===== config.mk =====
export PLATFORM = sky130hd
export DESIGN_NAME = module_control_banco_registros
export DESIGN_NICKNAME = d
export VERILOG_FILES = /design/src/rtl/module_control_banco_registros.sv
export SDC_FILE = /design/constraint.sdc
export NUM_CORES = 1
export LEC_CHECK = 0
export CAP_MARGIN = 20
export CORE_UTILIZATION = 50
export DETAILED_ROUTE_END_ITERATION = 6
export PLACE_DENSITY_LB_ADDON = 0.2
export SETUP_SLACK_MARGIN = 0.5
export SKIP_CTS_REPAIR_TIMING = 1
export SYNTH_ARGS = -nofsm -noshare
export SYNTH_HDL_FRONTEND = slang
export SYNTH_SLANG_ARGS = --single-unit

===== constraint.sdc =====
create_clock -name clk -period 2.9 [get_ports clk]
set_input_delay 0.58 -clock clk [delete_from_list [all_inputs] [get_ports clk]]
set_output_delay 0.58 -clock clk [all_outputs]
set_load 0.01 [all_outputs]

===== src/rtl/module_control_banco_registros.sv =====
// Periodic write scheduler for the PIPO register bank: one entry per period, single or continuous sweep.
// Optional build macro CTRL_PAUSE_EN adds a pause input that freezes the period counter while waiting.
module module_control_banco_registros #(
    parameter int unsigned PERIOD_CYCLES = 20000000,
    parameter int unsigned CNT_W         = 25,
    parameter int unsigned NUM_REGS      = 8,
    parameter int unsigned ADDR_W        = 3,
    parameter int unsigned DATA_W        = 8
) (
    input  logic              clk,
    input  logic              rst,
    input  logic              start,
    input  logic              stop,
    input  logic              continuo,
`ifdef CTRL_PAUSE_EN
    input  logic              pause,
`endif
    input  logic [DATA_W-1:0] data_in,
    output logic              we,
    output logic [ADDR_W-1:0] addr,
    output logic [DATA_W-1:0] data_out,
    output logic              busy,
    output logic              sweep_done
);

    typedef enum logic [1:0] {IDLE, WAIT, WRITE} state_t;

    localparam logic [CNT_W-1:0]  CNT_LAST = CNT_W'(PERIOD_CYCLES - 2);
    localparam logic [ADDR_W-1:0] IDX_LAST = ADDR_W'(NUM_REGS - 1);

    state_t            state, state_nx;
    logic [CNT_W-1:0]  cnt, cnt_nx;
    logic [ADDR_W-1:0] idx, idx_nx;
    logic              mode, mode_nx;
    logic              load;
    logic              hold;

`ifdef CTRL_PAUSE_EN
    assign hold = pause;
`else
    assign hold = 1'b0;
`endif

    always_ff @(posedge clk or negedge rst) begin
        if (!rst) begin
            state <= IDLE;
            cnt   <= '0;
            idx   <= '0;
            mode  <= 1'b0;
        end else begin
            state <= state_nx;
            cnt   <= cnt_nx;
            idx   <= idx_nx;
            mode  <= mode_nx;
        end
    end

    // NOTE: every variable gets a default first so no path can infer a latch.
    always_comb begin
        state_nx = state;
        cnt_nx   = cnt;
        idx_nx   = idx;
        mode_nx  = mode;
        load     = 1'b0;
        if (stop) begin
            state_nx = IDLE;
            cnt_nx   = '0;
            idx_nx   = '0;
        end else begin
            case (state)
                IDLE: begin
                    if (start && !busy) begin
                        state_nx = WAIT;
                        cnt_nx   = '0;
                        idx_nx   = '0;
                        mode_nx  = continuo;
                    end
                end
                WAIT: begin
                    if (!hold) begin
                        if (cnt == CNT_LAST) begin
                            load     = 1'b1;
                            state_nx = WRITE;
                        end else begin
                            cnt_nx = cnt + 1'b1;
                        end
                    end
                end
                WRITE: begin
                    cnt_nx = '0;
                    if (idx != IDX_LAST) begin
                        idx_nx   = idx + 1'b1;
                        state_nx = WAIT;
                    end else if (mode) begin
                        idx_nx   = '0;
                        state_nx = WAIT;
                    end else begin
                        state_nx = IDLE;
                    end
                end
                default: state_nx = IDLE;
            endcase
        end
    end

    // NOTE: outputs are registered images of the FSM one cycle later, which places the
    // first write PERIOD_CYCLES after start; stop clears them directly so it acts next cycle.
    always_ff @(posedge clk or negedge rst) begin
        if (!rst) begin
            we         <= 1'b0;
            addr       <= '0;
            data_out   <= '0;
            busy       <= 1'b0;
            sweep_done <= 1'b0;
        end else begin
            if (load) begin
                data_out <= data_in;
            end
            if (stop) begin
                we         <= 1'b0;
                addr       <= '0;
                busy       <= 1'b0;
                sweep_done <= 1'b0;
            end else begin
                we         <= (state == WRITE);
                addr       <= idx;
                busy       <= (state != IDLE);
                sweep_done <= (state == WRITE) && (idx == IDX_LAST);
            end
        end
    end

endmodule


==> results of run 1 <==
==> worst reg2reg max path: stages, from the launching register on <==
cell and delay (ns):
dfrtp_1 0.43, or4b_1 0.54, or4_4 0.56, or3_4 0.47
mux2_4 0.31
==> logic make-up (layout without fill, tap and decap cells) <==
| group | Yosys count | count (layout) | share of synthesized area (%) |
|---|---|---|---|
| buffers and inverters | 22 | 60 | 3.973 |
| adder cells (fa/ha/maj) | 8 | 8 | 4.076 |
| AND/OR/NAND/NOR | 98 | 99 | 22.72 |
| flip-flops | 45 | 45 | 45.85 |
| multiplexers | 13 | 13 | 7.081 |
| AO/OA/AOI/OAI | 62 | 62 | 16.30 |
==> where the power goes <==
| group | internal, mW | switching, mW | leakage (nW) | total [mW] |
|---|---|---|---|---|
| sequential | 0.651 | 0.0228 | 0.622 | 0.674 |
| clock | 0.188 | 0.205 | 0.0433 | 0.394 |
| combinational | 0.117 | 0.177 | 0.652 | 0.294 |
==> cell type report <==
class / instances / area (µm²) / area share (%)
Sequential cell: 45 / 1127 / 37.65
Inverter: 11 / 41.29 / 1.379
Tap cell: 67 / 83.83 / 2.800
Clock inverter: 1 / 7.507 / 0.2507
Timing Repair Buffer: 42 / 387.9 / 12.95
Multi-Input combinational cell: 182 / 1264 / 42.21
Clock buffer: 6 / 82.58 / 2.758
==> flip-flops by register name, indices dropped and copies added (netlist names) <==
name,cells
state,2
data_out,8
cnt,25
mode,1
busy,1
we,1
sweep_done,1
idx,3
addr,3
==> cell usage after synthesis (all sizes together) (2+ instances only) <==
cell type  number
nor4            4
a211o           2
inv            11
nand4           6
a211oi          2
o31ai           6
mux2i           2
or3             6
mux2           11
ha              8
nand2          22
o211ai          5
and2            4
clkbuf          9
o41ai           5
nand3b          2
and3            3
or4             6
o21ai          19
nor2b           3
buf             2
nand2b          6
dfrtp          45
nor2           13
nand3          12
o21a            2
nor3            5
a21o            2
a31oi           8
or4b            2
a21oi           8
==> stage by stage <==
step | power (mW) | instances
2_1_floorplan | 0.8583 | 248
3_3_place_gp | 0.9714 | 343
3_5_place_dp | 0.9737 | 343
4_1_cts | 1.368 | 350
5_1_grt | 1.434 | 354
6_report | 1.362 | 354
==> metal layers <==
| layer | wire length, µm | track usage (%) |
|---|---|---|
| met3 | 246 | 3.750 |
| met2 | 2648 | 35.93 |
| met4 | 60 | 6.536 |
| met1 | 2542 | 32.85 |
| met5 | 0 | 0 |
==> how the worst max path moves through the flow <==
stage | slack (ns) | cells past startpoint | to | start
floorplan | 0.51 | 6 | data_out[0] | cnt[14]
global placement | 0.28 | 4 | data_out[5] | cnt[15]
detailed placement | 0.24 | 4 | data_out[6] | cnt[15]
CTS | 0.23 | 4 | data_out[7] | cnt[15]
global route | 0.44 | 4 | data_out[6] | cnt[18]
finish | 0.48 | 4 | data_out[7] | cnt[19]
==> impl_metrics.py, run 1 <==
metrics = {
    "status": {
        "status": "finished clean",
    },
    "setup_path": {
        "cp-start-kind": "register",
        "required_ns": 3.08,
        "cpPeakStageDelay_ns": 0.56,
        "crit_arrival_ns": 2.60,
        "crit_fanout": 6,
        "worstSetupPathType": "register to register",
        "reg2reg_slack_ns": 0.48,
        "timing.rr.end": "data_out[7]",
        "crit_path_end_kind": "register",
        "cp_num_buf_inv": 0,
        "r2r_cells": 4,
        "cp_top_family": "simple AND/OR/NAND/NOR gates",
        "path_cells": "or4b_1, or4_4, or3_4, mux2_4",
        "regToRegStartpoint": "cnt[19]",
        "cp_slowest_cell": "or4_4",
    },
    "cts": {
        "htreeDepth": 2,
        "cts.sink_count": 45,
        "clock_path_buffers": 2,
        "cts_made_buffers": 5,
        "root_buffer": "clkbuf_8",
        "cts_tree": "done",
        "clk_pin_slew_ns": 0.09,
        "clk_latency_ns": 0.30,
    },
    "finish": {
        "fin_area_um2": 2994,
        "final_cell_mix": "dfrtp_1 (44), clkdlybuf4s50_1 (25), nand2_1 (22)",
        "synthToLayoutAreaGrowth_pct": 21.91,
        "final_common_cell": "dfrtp_1",
        "drive_gt1_share_pct": 15.33,
        "num-fill-cells": 395,
        "n_antenna_cell": 0,
        "finalNetCount": 308,
        "postLayoutCoreUtil_pct": 63.39,
    },
    "drt": {
        "drc": 0,
        "final_antenna_net_count": 0,
        "first_pass_iters": 4,
        "avgViaCountPerCell": 5.780,
        "first_iter_violations": 147,
        "wirelength_um": 5497,
        "vias": 2046,
        "wl_per_cell_um": 15.53,
    },
    "sta": {
        "setup_viol": 0,
        "max_freq_mhz": 413.6,
        "setup_tns_ns": 0,
        "whs_ns": 0.1663,
        "setup_slack_ns": 0.4824,
        "finClkSkew_ns": 0.009541,
        "slew_headroom_pct": 69.89,
        "finalCritPeriodShare_pct": 83.37,
        "slew_viol_final": 0,
        "rsz0062_at_grt": "true",
        "layout_min_cycle_time_ns": 2.418,
        "hold_viol": 0,
        "tightest_slew_ns": 0.4499,
    },
    "synthesis": {
        "ys_ff_latch": 45,
        "ys.flop_type": "dfrtp_1",
        "syn_nets": 269,
        "synth_edf_count": 0,
        "synth_cell_types": 43,
        "syn_avg_cell_area_um2": 9.904,
        "ys_warn_count": 0,
        "syn_area_um2": 2456,
        "yosysSeqAreaShare_pct": 45.85,
        "synthArstFlopShare_pct": 100.0,
        "yosysTopAreaCell": "dfrtp_1",
        "yosysTopAreaCellShare_pct": 45.85,
        "netlist_top_cells_area": "dfrtp_1 (46%), mux2_4 (4.9%), ha_1 (4.1%), o21ai_0 (3.9%), nand2_1 (3.4%)",
        "synthesis.instances": 248,
    },
    "floorplan": {
        "die_x_um": 72.09,
        "coreArea_um2": 4723,
        "start_util_pct": 52.00,
        "ios": 27,
        "num_rows": 25,
        "die_y_um": 72.09,
        "design.die.area_um2": 5196,
    },
    "min_path": {
        "hold_class": "primary input to asynchronous set/reset pin",
    },
    "pwr": {
        "ir_drop_uv": 353.5,
        "power_density_nw_per_um2": 454.7,
        "p_leak_nw": 1.318,
    },
    "place": {
        "portBuffers": 26,
        "post-dp-hpwl_um": 3809,
        "routabilityCongestion": 0.8909,
        "place_area_um2": 2841,
        "place_ws_ns": 0.2426,
    },
    "grt": {
        "grt_pass1_wl_um": 9239,
        "grt_pass1_vias": 1947,
        "grt_overflow": 0,
        "antenna_found_initial": 0,
        "grt_max_degree": 46,
        "grtUsageTotal_pct": 22.89,
    },
    "run": {
        "maxCapViolations": 0,
    },
}
Power figures use the tool's default switching activity.
==> run 2: changes to the inputs <==
==> constraint.sdc (replaced) <==
create_clock -name clk -period 2.1 [get_ports clk]
set_input_delay 0.42 -clock clk [delete_from_list [all_inputs] [get_ports clk]]
set_output_delay 0.42 -clock clk [all_outputs]
set_load 0.01 [all_outputs]
==> run 2 against run 1 <==
The flow now finishes with violations (negative setup slack). Total power rose by 79%. Sequential power up 37%. Global-route usage up 2.0 points. Clock-buffer cell count grew 1.
==> impl_metrics.py, run 2 (synthesis gave the netlist of run 1 again) <==
metrics = {
    "status": {
        "status": "finished with violations",
        "violations": "negative setup slack",
    },
    "finish": {
        "largest-register": "cnt",
        "n_antenna_cell": 0,
        "final_cell_mix": "dfrtp_1 (45), buf_4 (45), nand2_1 (20)",
        "synthToLayoutAreaGrowth_pct": 57.26,
        "largest_reg_flops": 25,
        "drive_gt1_share_pct": 40.95,
        "fin_area_um2": 3862,
        "postLayoutCoreUtil_pct": 81.77,
        "biggestRegsByFlops": "cnt: 25 flops, data_out: 8 flops",
        "finalNetCount": 357,
    },
    "setup_path": {
        "crit_path_end_kind": "register",
        "worstSetupPathType": "register to register",
        "crit_arrival_ns": 2.61,
        "cp-start-kind": "register",
        "required_ns": 2.29,
        "crit_fanout": 9,
        "path_cells": "or4b_1, or4_4, or3_4, buf_8, mux2_4",
        "cp_slowest_cell": "or4_4",
        "cpPeakStageDelay_ns": 0.55,
    },
    "drt": {
        "first_iter_violations": 223,
        "routed.top_layer": "met4",
        "wl_met2_um": 4054,
        "first_pass_iters": 5,
        "met3_length_um": 434,
        "wl_met1_um": 3055,
        "drc": 0,
        "vias": 2447,
        "wl_per_cell_um": 19.10,
        "avgViaCountPerCell": 6.057,
        "wirelength_um": 7718,
        "final_antenna_net_count": 0,
    },
    "grt": {
        "grt_max_degree": 24,
        "grt_overflow": 0,
        "grt_pass1_wl_um": 10030,
        "antenna_found_initial": 0,
        "grtUsageTotal_pct": 24.93,
        "grt_pass1_vias": 2140,
    },
    "cts": {
        "clock_path_buffers": 2,
        "htreeDepth": 2,
        "clk_latency_ns": 0.30,
        "cts.sink_count": 45,
        "clk_pin_slew_ns": 0.09,
        "cts_made_buffers": 5,
        "root_buffer": "clkbuf_8",
        "cts_tree": "done",
    },
    "sta": {
        "layout_min_cycle_time_ns": 2.419,
        "slew_headroom_pct": 63.73,
        "rsz0062_at_grt": "true",
        "setup_slack_ns": -0.3190,
        "finalCritPeriodShare_pct": 115.2,
        "tightest_slew_ns": 0.5440,
        "max_freq_mhz": 413.4,
        "finClkSkew_ns": 0.004854,
        "whs_ns": 0.09300,
        "setup_viol": 16,
        "slew_viol_final": 0,
        "hold_viol": 0,
    },
    "floorplan": {
        "coreArea_um2": 4723,
        "design.die.area_um2": 5196,
        "start_util_pct": 52.00,
        "ios": 27,
        "num_rows": 25,
        "die_y_um": 72.09,
        "die_x_um": 72.09,
    },
    "place": {
        "routabilityCongestion": 0.8387,
        "post-dp-hpwl_um": 4152,
        "portBuffers": 26,
        "place_area_um2": 3127,
    },
    "pwr": {
        "power_density_nw_per_um2": 632.0,
        "p_leak_nw": 1.979,
        "ir_drop_uv": 505.6,
    },
    "min_path": {
        "hold_class": "primary input to asynchronous set/reset pin",
    },
    "run": {
        "maxCapViolations": 0,
    },
}
run 2: worst max-delay path: cells and delay by family (launching register included):
family                 cells  cell delay, ns
DFF                        1            0.38
muxes                      1            0.30
and+or+nand+nor            3            1.47
buffers and inverters      1            0.16
run 2: layout make-up:
type	count	area, µm²
multi-input cells	182	1593
clock buffers	7	86.33
well taps	67	83.83
repair buffers	91	902.1
clock inverters	1	30.03
fillers	245	860.8
inverters	11	41.29
flip-flops and latches	45	1126
run 2: worst paths after layout:
kind	from	end	slack (ns)	cells after the start
setup / recovery	cnt[19]	data_out[4]	-0.32	5
hold / removal	rst	data_out[5]	0.09	1
setup reg to reg	cnt[19]	data_out[4]	-0.32	5
hold reg to reg	data_out[1]	data_out[1]	0.52	1
max in group asynchronous	rst	state[0]	1.49	2
min in group clk	data_out[1]	data_out[1]	0.52	1
run 2: per-stage QoR:
stage | setup TNS (ns) | power, mW | worst slack, ns | instances
6_report | -4.104 | 2.441 | -0.3190 | 404
5_1_grt | -5.044 | 2.528 | -0.3519 | 404
4_1_cts | -3.914 | 2.100 | -0.3185 | 377
3_5_place_dp | -3.520 | 1.418 | -0.2999 | 369
3_3_place_gp | -3.284 | 1.411 | -0.2891 | 369
2_1_floorplan | -2.909 | 1.237 | -0.2889 | 248
run 2: report_power, final:
group / total (mW) / internal, mW / switching (mW)
Combinational: 0.830 / 0.404 / 0.426
Sequential: 0.926 / 0.899 / 0.0266
Clock: 0.685 / 0.388 / 0.297
Total: 2.44 / 1.69 / 0.750
run 2: per-layer routing:
layer	GRT usage, %	vias up
li1	-	1103
met1	33.09	1224
met2	40.60	102
met3	5.556	18
met4	8.061	0
met5	0	-
